==> src/rtl/paddle_hit_if.sv <==
// Video/ball bundle seen by one paddle. Supplies fallback table, ball and
// direction geometry macros when the shared defs file is not compiled in.
`ifndef TABLE_TOP
`define TABLE_TOP 11'd10
`endif
`ifndef TABLE_BOTTOM
`define TABLE_BOTTOM 11'd470
`endif
`ifndef BALL_HSIZE
`define BALL_HSIZE 11'd8
`endif
`ifndef BALL_VSIZE
`define BALL_VSIZE 11'd8
`endif
`ifndef LEFT
`define LEFT 1'b0
`endif
`ifndef RIGHT
`define RIGHT 1'b1
`endif

interface paddle_hit_if;
   logic [10:0] hcount;
   logic [10:0] vcount;
   logic        vblank;
   logic        btn_up;
   logic        btn_down;
   logic [10:0] ball_h_init;
   logic [10:0] ball_v_init;
   logic        ball_h_dir;
   logic [10:0] paddle_v_init;
   logic        pixel_valid;
   logic        change_dir;
   logic        miss;

   modport master (
      output hcount, vcount, vblank, btn_up, btn_down,
             ball_h_init, ball_v_init, ball_h_dir,
      input  paddle_v_init, pixel_valid, change_dir, miss
   );

   modport slave (
      input  hcount, vcount, vblank, btn_up, btn_down,
             ball_h_init, ball_v_init, ball_h_dir,
      output paddle_v_init, pixel_valid, change_dir, miss
   );
endinterface

==> src/rtl/paddle_hit.sv <==
// One player's paddle: per-frame motion, drawing, ball collision and miss detect.
// Define PADDLE_AI_EN to replace button control with ball-tracking motion.
`ifndef TABLE_TOP
`define TABLE_TOP 11'd10
`endif
`ifndef TABLE_BOTTOM
`define TABLE_BOTTOM 11'd470
`endif
`ifndef BALL_HSIZE
`define BALL_HSIZE 11'd8
`endif
`ifndef BALL_VSIZE
`define BALL_VSIZE 11'd8
`endif
`ifndef LEFT
`define LEFT 1'b0
`endif
`ifndef RIGHT
`define RIGHT 1'b1
`endif

module paddle_hit #(
   parameter logic [10:0] PADDLE_X        = 11'd20,
   parameter logic [10:0] PADDLE_W        = 11'd8,
   parameter logic [10:0] PADDLE_H        = 11'd64,
   parameter logic [10:0] PADDLE_STEP     = 11'd4,
   parameter bit          SIDE_RIGHT      = 1'b0,
   parameter int unsigned COOLDOWN_FRAMES = 8
) (
   input logic         clk,
   input logic         rst_n,
   paddle_hit_if.slave bus
);

   typedef enum logic [1:0] {IDLE = 2'd0, ARMED = 2'd1, COOL = 2'd2} state_t;

   // 12-bit copies so every bound sum is computed without wrapping
   localparam logic [11:0] X_LO   = {1'b0, PADDLE_X};
   localparam logic [11:0] X_HI   = {1'b0, PADDLE_X} + {1'b0, PADDLE_W};
   localparam logic [11:0] TOP    = {1'b0, `TABLE_TOP};
   localparam logic [11:0] BOT    = {1'b0, `TABLE_BOTTOM};
   localparam logic [11:0] STEP   = {1'b0, PADDLE_STEP};
   localparam logic [11:0] HGT    = {1'b0, PADDLE_H};
   localparam logic [11:0] BHS    = {1'b0, `BALL_HSIZE};
   localparam logic [11:0] BVS    = {1'b0, `BALL_VSIZE};
   localparam logic [10:0] V_MAX  = 11'(`TABLE_BOTTOM - PADDLE_H);
   localparam logic [10:0] V_RST  = 11'((`TABLE_TOP + `TABLE_BOTTOM - PADDLE_H) >> 1);
   localparam logic [7:0]  C_LOAD = 8'(COOLDOWN_FRAMES - 1);

   state_t      state_r, state_s;
   logic [7:0]  cnt_r, cnt_s;
   logic        vblank_d_r, vblank_rise_s;
   logic [10:0] paddle_v_r, paddle_v_s;
   logic        pixel_valid_r, change_dir_r, miss_r;
   logic        move_up_s, move_down_s;
   logic        overlap_s, toward_s, in_paddle_s, miss_s;
   logic [11:0] ball_h_s, ball_v_s, pad_v_s, hc_s, vc_s;

   assign vblank_rise_s = bus.vblank & ~vblank_d_r;
   assign ball_h_s      = {1'b0, bus.ball_h_init};
   assign ball_v_s      = {1'b0, bus.ball_v_init};
   assign pad_v_s       = {1'b0, paddle_v_r};
   assign hc_s          = {1'b0, bus.hcount};
   assign vc_s          = {1'b0, bus.vcount};

   assign toward_s    = SIDE_RIGHT ? (bus.ball_h_dir == `RIGHT) : (bus.ball_h_dir == `LEFT);
   assign overlap_s   = toward_s
                      && (ball_h_s <= X_HI) && (ball_h_s + BHS >= X_LO)
                      && (ball_v_s <= pad_v_s + HGT) && (ball_v_s + BVS >= pad_v_s);
   assign in_paddle_s = (hc_s >= X_LO) && (hc_s <= X_HI)
                      && (vc_s >= pad_v_s) && (vc_s <= pad_v_s + HGT);
   assign miss_s      = vblank_rise_s && (state_r == IDLE) && toward_s
                      && (SIDE_RIGHT ? (ball_h_s > X_HI) : (ball_h_s + BHS < X_LO));

`ifdef PADDLE_AI_EN
   logic [11:0] ball_cy_s, pad_cy_s;
   assign ball_cy_s = ball_v_s + {1'b0, `BALL_VSIZE >> 1};
   assign pad_cy_s  = pad_v_s + {1'b0, PADDLE_H >> 1};

   // Track the ball centre with a dead band of one step
   always_comb begin
      move_up_s   = 1'b0;
      move_down_s = 1'b0;
      if (ball_cy_s + STEP < pad_cy_s) begin
         move_up_s = 1'b1;
      end else if (ball_cy_s > pad_cy_s + STEP) begin
         move_down_s = 1'b1;
      end else begin
         move_up_s   = 1'b0;
         move_down_s = 1'b0;
      end
   end
`else
   // Button control; both buttons together cancel out
   always_comb begin
      move_up_s   = 1'b0;
      move_down_s = 1'b0;
      if (bus.btn_up && !bus.btn_down) begin
         move_up_s = 1'b1;
      end else if (bus.btn_down && !bus.btn_up) begin
         move_down_s = 1'b1;
      end else begin
         move_up_s   = 1'b0;
         move_down_s = 1'b0;
      end
   end
`endif

   // Next paddle position, clamped to the table without wrapping
   always_comb begin
      paddle_v_s = paddle_v_r;
      if (vblank_rise_s && move_up_s) begin
         if (pad_v_s < TOP + STEP) paddle_v_s = `TABLE_TOP;
         else                      paddle_v_s = paddle_v_r - PADDLE_STEP;
      end else if (vblank_rise_s && move_down_s) begin
         if (pad_v_s + STEP + HGT > BOT) paddle_v_s = V_MAX;
         else                            paddle_v_s = paddle_v_r + PADDLE_STEP;
      end else begin
         paddle_v_s = paddle_v_r;
      end
   end

   // Hit FSM: arm only outside vblank so the ball never samples a partial request
   always_comb begin
      state_s = state_r;
      cnt_s   = cnt_r;
      case (state_r)
         IDLE: begin
            if (overlap_s && !bus.vblank) state_s = ARMED;
            else                          state_s = IDLE;
         end
         ARMED: begin
            if (vblank_rise_s) begin
               state_s = COOL;
               cnt_s   = C_LOAD;
            end else begin
               state_s = ARMED;
            end
         end
         COOL: begin
            if (vblank_rise_s) begin
               if (cnt_r == 8'd0) state_s = IDLE;
               else               cnt_s   = cnt_r - 8'd1;
            end else begin
               state_s = COOL;
            end
         end
         default: begin
            state_s = IDLE;
            cnt_s   = 8'd0;
         end
      endcase
   end

   // State and registered outputs
   always_ff @(posedge clk or negedge rst_n) begin
      if (!rst_n) begin
         state_r       <= IDLE;
         cnt_r         <= 8'd0;
         vblank_d_r    <= 1'b0;
         paddle_v_r    <= V_RST;
         pixel_valid_r <= 1'b0;
         change_dir_r  <= 1'b0;
         miss_r        <= 1'b0;
      end else begin
         state_r       <= state_s;
         cnt_r         <= cnt_s;
         vblank_d_r    <= bus.vblank;
         paddle_v_r    <= paddle_v_s;
         pixel_valid_r <= in_paddle_s;
         change_dir_r  <= (state_s == ARMED);
         miss_r        <= miss_s;
      end
   end

   assign bus.paddle_v_init = paddle_v_r;
   assign bus.pixel_valid   = pixel_valid_r;
   assign bus.change_dir    = change_dir_r;
   assign bus.miss          = miss_r;

endmodule
==> src/flat_wrapper.sv <==
// flat-port wrapper written by rule: the top's interface ports become plain ports
module paddle_hit_flat 
#(
   parameter logic [10:0] PADDLE_X        = 11'd20,
   parameter logic [10:0] PADDLE_W        = 11'd8,
   parameter logic [10:0] PADDLE_H        = 11'd64,
   parameter logic [10:0] PADDLE_STEP     = 11'd4,
   parameter bit          SIDE_RIGHT      = 1'b0,
   parameter int unsigned COOLDOWN_FRAMES = 8
)
  (clk, rst_n, bus_hcount, bus_vcount, bus_vblank, bus_btn_up, bus_btn_down, bus_ball_h_init, bus_ball_v_init, bus_ball_h_dir, bus_paddle_v_init, bus_pixel_valid, bus_change_dir, bus_miss);
  paddle_hit_if bus_i ();
  input logic clk;
  input logic rst_n;
  input wire logic [$bits(bus_i.hcount)-1:0] bus_hcount;
  input wire logic [$bits(bus_i.vcount)-1:0] bus_vcount;
  input wire logic [$bits(bus_i.vblank)-1:0] bus_vblank;
  input wire logic [$bits(bus_i.btn_up)-1:0] bus_btn_up;
  input wire logic [$bits(bus_i.btn_down)-1:0] bus_btn_down;
  input wire logic [$bits(bus_i.ball_h_init)-1:0] bus_ball_h_init;
  input wire logic [$bits(bus_i.ball_v_init)-1:0] bus_ball_v_init;
  input wire logic [$bits(bus_i.ball_h_dir)-1:0] bus_ball_h_dir;
  output wire logic [$bits(bus_i.paddle_v_init)-1:0] bus_paddle_v_init;
  output wire logic [$bits(bus_i.pixel_valid)-1:0] bus_pixel_valid;
  output wire logic [$bits(bus_i.change_dir)-1:0] bus_change_dir;
  output wire logic [$bits(bus_i.miss)-1:0] bus_miss;
  assign bus_i.hcount = bus_hcount;
  assign bus_i.vcount = bus_vcount;
  assign bus_i.vblank = bus_vblank;
  assign bus_i.btn_up = bus_btn_up;
  assign bus_i.btn_down = bus_btn_down;
  assign bus_i.ball_h_init = bus_ball_h_init;
  assign bus_i.ball_v_init = bus_ball_v_init;
  assign bus_i.ball_h_dir = bus_ball_h_dir;
  assign bus_paddle_v_init = bus_i.paddle_v_init;
  assign bus_pixel_valid = bus_i.pixel_valid;
  assign bus_change_dir = bus_i.change_dir;
  assign bus_miss = bus_i.miss;
  paddle_hit #(.PADDLE_X(PADDLE_X), .PADDLE_W(PADDLE_W), .PADDLE_H(PADDLE_H), .PADDLE_STEP(PADDLE_STEP), .SIDE_RIGHT(SIDE_RIGHT), .COOLDOWN_FRAMES(COOLDOWN_FRAMES)) u_core (.clk(clk), .rst_n(rst_n), .bus(bus_i));
endmodule
==> config.mk <==
export PLATFORM = sky130hd
export DESIGN_NAME = paddle_hit_flat
export DESIGN_NICKNAME = d
export VERILOG_FILES = /design/src/rtl/paddle_hit_if.sv /design/src/rtl/paddle_hit.sv /design/src/flat_wrapper.sv
export SDC_FILE = /design/constraint.sdc
export NUM_CORES = 1
export LEC_CHECK = 0
export ABC_AREA = 1
export CELL_PAD_IN_SITES_DETAIL_PLACEMENT = 1
export CELL_PAD_IN_SITES_GLOBAL_PLACEMENT = 2
export CORE_MARGIN = 1
export CORE_UTILIZATION = 28
export CTS_CLUSTER_DIAMETER = 100
export DETAILED_ROUTE_END_ITERATION = 6
export PLACE_DENSITY_LB_ADDON = 0.15
export SLEW_MARGIN = 40
export SYNTH_ARGS = -nofsm -noshare
export SYNTH_HDL_FRONTEND = slang
export SYNTH_SLANG_ARGS = --single-unit
==> constraint.sdc <==
create_clock -name clk -period 2.7 [get_ports clk]
set_input_delay 0.54 -clock clk [delete_from_list [all_inputs] [get_ports clk]]
set_output_delay 0.54 -clock clk [all_outputs]
set_load 0.005 [all_outputs]
==> results of run 1 <==
-- routing by layer --
metal | wire length (um) | vias up | track usage, % | share of wire [%]
met5 | 0 | - | 0 | 0
met4 | 35 | 0 | 2.72 | 0.39
met3 | 189 | 2 | 1.06 | 2.1
met2 | 4550 | 38 | 32.1 | 50
met1 | 4260 | 1467 | 20.9 | 47
li1 | - | 1590 | - | -
-- synth_stat cells, drive strengths merged, types with 2 or more instances --
cell type | instances | share of area (%)
o21bai | 2 | 0.50
nand4 | 11 | 2.3
or2 | 2 | 0.42
nand3 | 21 | 3.5
inv | 64 | 8.1
buf | 7 | 1.4
o211ai | 4 | 1.0
xor2 | 15 | 4.4
nand2 | 86 | 11
nor2 | 59 | 8.2
o22ai | 2 | 0.42
a21oi | 29 | 5.1
nand3b | 4 | 1.0
nor3b | 2 | 0.50
ha | 46 | 19
nor3 | 13 | 2.6
a22oi | 5 | 1.4
dfrtp | 21 | 18
o21ai | 22 | 3.8
xnor2 | 6 | 1.8
dfstp | 3 | 2.7
-- worst max path at each step --
stage | start | endpoint | slack (ns) | cells past startpoint
after global routing | u_core.bus.paddle_v_init[7] | u_core.bus.change_dir | -0.03 | 16
after detailed placement | bus_ball_v_init[3] | u_core.bus.change_dir | -0.23 | 18
after floorplan | u_core.bus.paddle_v_init[6] | u_core.bus.pixel_valid | 0.43 | 16
after global placement | bus_ball_v_init[3] | u_core.bus.change_dir | -0.17 | 19
after CTS | bus_ball_v_init[3] | u_core.bus.change_dir | 0.05 | 18
final | u_core.bus.paddle_v_init[7] | u_core.bus.change_dir | 0.18 | 16
-- worst register-to-register path, stage by stage, from the launching register on --
cell and delay [ns]:
dfstp_2 0.62, ha_1 0.18, inv_1 0.04, nor2_1 0.15, xor2_1 0.29, ha_1 0.17
inv_1 0.03, a21oi_1 0.10, nand2_1 0.08, nor2_1 0.22, nand3_1 0.11, nand3_1 0.09
nand2_1 0.10, nand2_1 0.08, nand2_1 0.04, nand2_1 0.07, nor2_1 0.04
-- cell families after synthesis --
family / synth area share, %
xor gates and xnor gates: 6.19
DFF: 20.3
AOI/OAI and AO/OA: 13.6
and+or+nand+nor: 30.7
adders and majority gates: 19.4
other: 0.126
buffers and inverters: 9.64
-- flip-flops by register name, summed over array words and instances (netlist names) --
signal,flops
u_core.vblank_d_r,1
u_core.bus.pixel_valid,1
u_core.cnt_r,8
u_core.bus.miss,1
u_core.bus.change_dir,1
u_core.bus.paddle_v_init,10
u_core.state_r,2
-- through the flow --
stage	instance area (sq um)	power, uW
2_1_floorplan	2970	1300
4_1_cts	3920	2000
3_5_place_dp	3870	1760
5_1_grt	3980	2180
6_report	3980	1980
3_3_place_gp	3870	1740
-- where the power goes --
part / switching, uW / internal, uW / leakage (uW)
registers: 78.4 / 436 / 0.000299
logic: 716 / 519 / 0.00162
clock network: 123 / 106 / 0.0000228
-- area by class of cell --
class / count / area [sq um] / share of cell area (%)
timing repair buffer: 84 / 793 / 19.9
multi-input combinational: 339 / 2120 / 53.2
sequential: 24 / 604 / 15.2
tap: 136 / 170 / 4.28
inverter: 65 / 248 / 6.23
clock buffer: 4 / 45.0 / 1.13
-- timing repair --
action / CTS / global route
buffers inserted: 0 / 2
resized for setup: 0 / 11
setup endpoints to repair: 0 / 3
hold buffers: 0 / 0
==> reports/metrics.yaml, run 1 <==
outcome:
  status: "complete, no violations"
pwr:
  p_per_area_nw_per_um2: 497
  p_leak_uw: 0.00194
  max-vdd-ir-drop_mv: 0.184
place:
  dpl.hpwl_um: 7570
  io_buffers: 62
  place_ws_ns: -0.228
  dp_cells: 646
  gp_congestion: 0.779
cells_and_area:
  drive_gt1_share_pct: 10.7
  layout_commonest_cell: "nand2_1"
  utilization_pct: 38.5
  antennaDiodeCount: 0
  final_cell_mix: "82 x nand2_1, 59 x clkdlybuf4s50_1, 58 x inv_1"
  nets: 613
  n_fill_cell: 1333
  finalNonFillerCells: 652
  synthToLayoutAreaGrowth_pct: 33.8
synth:
  synth-seq-cells: 24
  synthArstFlopShare_pct: 100
  syn_avg_cell_area_sq_um: 6.83
  synth.cell_area_sq_um: 2970
  synth_cell_types: 43
  synth_cells: 435
  ys_seq_area_share_pct: 20.3
  synth-edff-count: 0
  ys_warn_count: 0
  synth_flop_cell: "dfrtp_1"
  syn_nets: 531
critical_path:
  r2r-end: "u_core.bus.change_dir"
  r2r_slack_ns: 0.18
  worstPathArrival_ns: 2.68
  path_max_fanout: 7
  crit_top_cell: "nand2_1"
  reg2reg_from: "u_core.bus.paddle_v_init[7]"
  critPathRequiredTime_ns: 2.86
  crit_slowest_cell: "dfstp_2"
  cp_num_buf_inv: 2
  max_stage_delay_ns: 0.62
  start_kind: "flop"
  worstSetupPathType: "flop to flop"
  r2r_cells: 16
  crit_path_end_kind: "flop"
  worstPathCellList: "ha_1, inv_1, nor2_1, xor2_1, ha_1, inv_1, a21oi_1, nand2_1, nor2_1, nand3_1, nand3_1, nand2_1, nand2_1, nand2_1, nand2_1, nor2_1"
  crit_family: "simple AND/OR/NAND/NOR gates"
clock_tree:
  root_buffer: "clkbuf_8"
  cts_made_buffers: 3
  clockBufferDepth: 2
  clkTransAtPathRegs_ns: 0.09
  cts_sinks: 24
  cts_tree: "built"
  clk_latency_ns: 0.27
  h-tree-depth: 1
grt:
  grt_pass1_wl_um: 15000
  track_usage_pct: 16.8
  antenna_found_initial: 0
  grt_pass1_vias: 3189
  grt_max_degree: 25
  gr-total-overflow: 0
min_path:
  hold_start: "u_core.cnt_r[5]"
  hp-class: "flop to flop"
  whs_path_depth: 2
  hold_path_end: "u_core.cnt_r[5]"
detailed_routing:
  num_vias: 3097
  antenna_left: 0
  viasPerCell: 4.75
  wl_per_cell_um: 13.9
  first_pass_iters: 4
  drc_errors: 0
  drt_wl_total_um: 9040
  drtIter0Drc: 109
sta:
  final_max_slew_viol_count: 0
  finalSetupTns_ns: 0
  relSlewSlack_pct: 64.8
  setup_viol: 0
  worst_slew_pin_slew_ns: 0.523
  fin_ws_ns: 0.178
  max_freq_ghz: 0.397
  skew_ns: 0.00346
  hold_violations: 0
  rsz0062_at_grt: "yes"
  whs_ns: 0.563
  period_minus_slack_ns: 2.52
  finalCritPeriodShare_pct: 93.4
floorplan:
  die-area_sq_um: 11000
  initial_core_util_pct: 28.8
  io_pins: 64
  rows: 37
  die_h_um: 105
  die_width_um: 105
  core_area_sq_um: 10300
job:
  drv_cap: 0
Note: power is estimated with default switching activity, not from simulation.
==> inputs of run 2 (changes only) <==
Settings changed: PLACE_DENSITY_LB_ADDON 0.15 to 0.1.
==> run 2 against run 1 <==
Cell count down 0.31%. Routed wire length increased by 0.12%. Global-route usage increased by 0.21 points. Register-to-register slack better by 0.12 ns.
==> reports/metrics.yaml, run 2 (synthesis results as in run 1) <==
cells_and_area:
  final_cell_area_sq_um: 4010  # was 3980 sq um
  utilization_pct: 38.8  # was 38.5%
  finalNonFillerCells: 650  # was 652
  layout_commonest_cell: "nand2_1"  # unchanged
  final_cell_mix: "82 x nand2_1, 59 x inv_1, 59 x clkdlybuf4s50_1"  # was 82 x nand2_1, 59 x clkdlybuf4s50_1, 58 x inv_1
  largest_reg_flops: 10  # unchanged
  drive_gt1_share_pct: 11.3  # was 10.7%
  nets: 611  # was 613
  synthToLayoutAreaGrowth_pct: 34.7  # was 33.8%
  antennaDiodeCount: 0  # unchanged
  n_fill_cell: 1334  # was 1333
clock_tree:
  cts_tree: "built"  # unchanged
  cts_made_buffers: 3  # unchanged
  clockBufferDepth: 2  # unchanged
  root_buffer: "clkbuf_8"  # unchanged
  clkTransAtPathRegs_ns: 0.10  # was 0.09 ns
  cts_sinks: 24  # unchanged
  h-tree-depth: 1  # unchanged
  clk_latency_ns: 0.27  # about the same
detailed_routing:
  drc_errors: 0  # unchanged
  viasPerCell: 4.73  # was 4.75
  first_pass_iters: 4  # unchanged
  drtIter0Drc: 88  # was 109
  num_vias: 3074  # was 3097
  drt_wl_total_um: 9050  # was 9040 um
  wl_per_cell_um: 13.9  # about the same
  antenna_left: 0  # unchanged
pwr:
  p_leak_uw: 0.00195  # was 0.00194 uW
  max-vdd-ir-drop_mv: 0.202  # was 0.184 mV
  p_per_area_nw_per_um2: 518  # was 497 nW/um^2
min_path:
  hp-class: "flop to flop"  # unchanged
sta:
  finalSetupTns_ns: 0  # unchanged
  hold_violations: 0  # unchanged
  max_freq_ghz: 0.413  # was 0.397 GHz
  worst_slew_pin_slew_ns: 0.511  # was 0.523 ns
  skew_ns: 0.0101  # was 0.00346 ns
  relSlewSlack_pct: 65.7  # was 64.8%
  setup_viol: 0  # unchanged
  period_minus_slack_ns: 2.42  # was 2.52 ns
  final_max_slew_viol_count: 0  # unchanged
  rsz0062_at_grt: "no"  # was yes
  finalCritPeriodShare_pct: 89.6  # was 93.4%
  fin_ws_ns: 0.280  # was 0.178 ns
place:
  dp_cells: 645  # was 646
  dpl.hpwl_um: 7530  # was 7570 um
  io_buffers: 62  # unchanged
  place_ws_ns: -0.274  # was -0.228 ns
  place_area_sq_um: 3860  # was 3870 sq um
  gp_congestion: 0.800  # was 0.779
critical_path:
  r2r_slack_ns: 0.30  # was 0.18 ns
  max_stage_delay_ns: 0.48  # was 0.62 ns
  critPathRequiredTime_ns: 2.90  # was 2.86 ns
  path_max_fanout: 2  # was 7
  worstSetupPathType: "primary input to flop"  # was flop to flop
  worstPathArrival_ns: 2.62  # was 2.68 ns
  crit_path_end_kind: "flop"  # unchanged
  worstPathCellList: "clkdlybuf4s50_1, inv_1, nor2_2, nand3_1, xor2_1, inv_1, ha_4, nand2_1, nand3b_1, nand3b_1, nand2_1, nand2_1, nor2_2, nand2_1, nand2_1, nand2_1, nor2_1"  # was ha_1, inv_1, nor2_1, xor2_1, ha_1, inv_1, a21oi_1, nand2_1, nor2_1, nand3_1, nand3_1, nand2_1, nand2_1, nand2_1, nand2_1, nor2_1
  start_kind: "primary input"  # was flop
  cp_num_buf_inv: 3  # was 2
  crit_family: "simple AND/OR/NAND/NOR gates"  # unchanged
  crit_slowest_cell: "clkdlybuf4s50_1"  # was dfstp_2
  crit_top_cell: "nand2_1"  # unchanged
floorplan:
  die_width_um: 105  # unchanged
  die-area_sq_um: 11000  # unchanged
  initial_core_util_pct: 28.8  # unchanged
  die_h_um: 105  # unchanged
  rows: 37  # unchanged
  io_pins: 64  # unchanged
  core_area_sq_um: 10300  # unchanged
grt:
  antenna_found_initial: 0  # unchanged
  track_usage_pct: 17.0  # was 16.8%
  grt_max_degree: 25  # unchanged
  gr-total-overflow: 0  # unchanged
  grt_pass1_wl_um: 15200  # was 15000 um
  grt_pass1_vias: 3242  # was 3189
outcome:
  status: "complete, no violations"  # unchanged
job:
  drv_cap: 0  # unchanged
==> run 2: cell types whose count changed in the layout (fill, tap and decap cells not counted), sizes merged <==
cell      change
inv           +1
clkbuf        -1
buf           -2
clkinvlp      -1
bufinv        +1
==> run 2: power breakdown <==
group          internal (uW)  switching [uW]
Combinational            513             719
Sequential               435            79.7
Clock                    198             129
==> run 2: timing repair <==
action | 4_1_cts | 5_1_grt
endpoints found under the setup margin | 0 | 2
hold buffers | 0 | 0
setup buffers | 0 | 1
gates resized for setup | 0 | 14
endpoints found under the hold margin | 0 | 0
==> run 2: final timing paths <==
path	end	startpoint	cells past startpoint
worst max-delay path	u_core.bus.change_dir	bus_ball_v_init[6]	17
worst min-delay path	u_core.cnt_r[3]	u_core.cnt_r[3]	2
worst max register to register	u_core.bus.pixel_valid	u_core.bus.paddle_v_init[7]	16
worst min register to register	u_core.cnt_r[3]	u_core.cnt_r[3]	2
max in group asynchronous	u_core.bus.paddle_v_init[4]	rst_n	2
min in group asynchronous	u_core.state_r[1]	rst_n	2
==> run 2: layout make-up <==
| class | instances | area (sq um) | area share [%] |
|---|---|---|---|
| clock buffer | 3 | 41.3 | 1.03 |
| sequential | 24 | 604 | 15.1 |
| inverter | 65 | 244 | 6.09 |
| tap | 136 | 170 | 4.25 |
| clock inverter | 1 | 30.0 | 0.750 |
| multi-input combinational | 339 | 2140 | 53.4 |
| timing repair buffer | 82 | 778 | 19.4 |
==> run 2: stage by stage <==
step,power (uW),hold WS (ns)
after floorplan,1300,0.244
after global placement,1730,0.557
after detailed placement,1750,0.572
after CTS,2090,0.586
after global routing,2290,0.605
final,2070,0.587
==> run 2: layer usage <==
metal	GRT usage, %	up-vias	wire length (um)
li1	-	1585	-
met1	21.1	1443	4210
met2	31.9	40	4550
met3	0.998	6	188
met4	4.12	0	95
met5	0	-	0
==> run 2: worst register-to-register path, delay by kind of cell (launching register included) <==
kind | cells | cell delay, ns
flip-flops | 1 | 0.59
adder cells (fa/ha/maj) | 2 | 0.58
AND/OR/NAND/NOR | 9 | 0.54
buffers and inverters | 3 | 0.33
AO/OA/AOI/OAI | 2 | 0.26
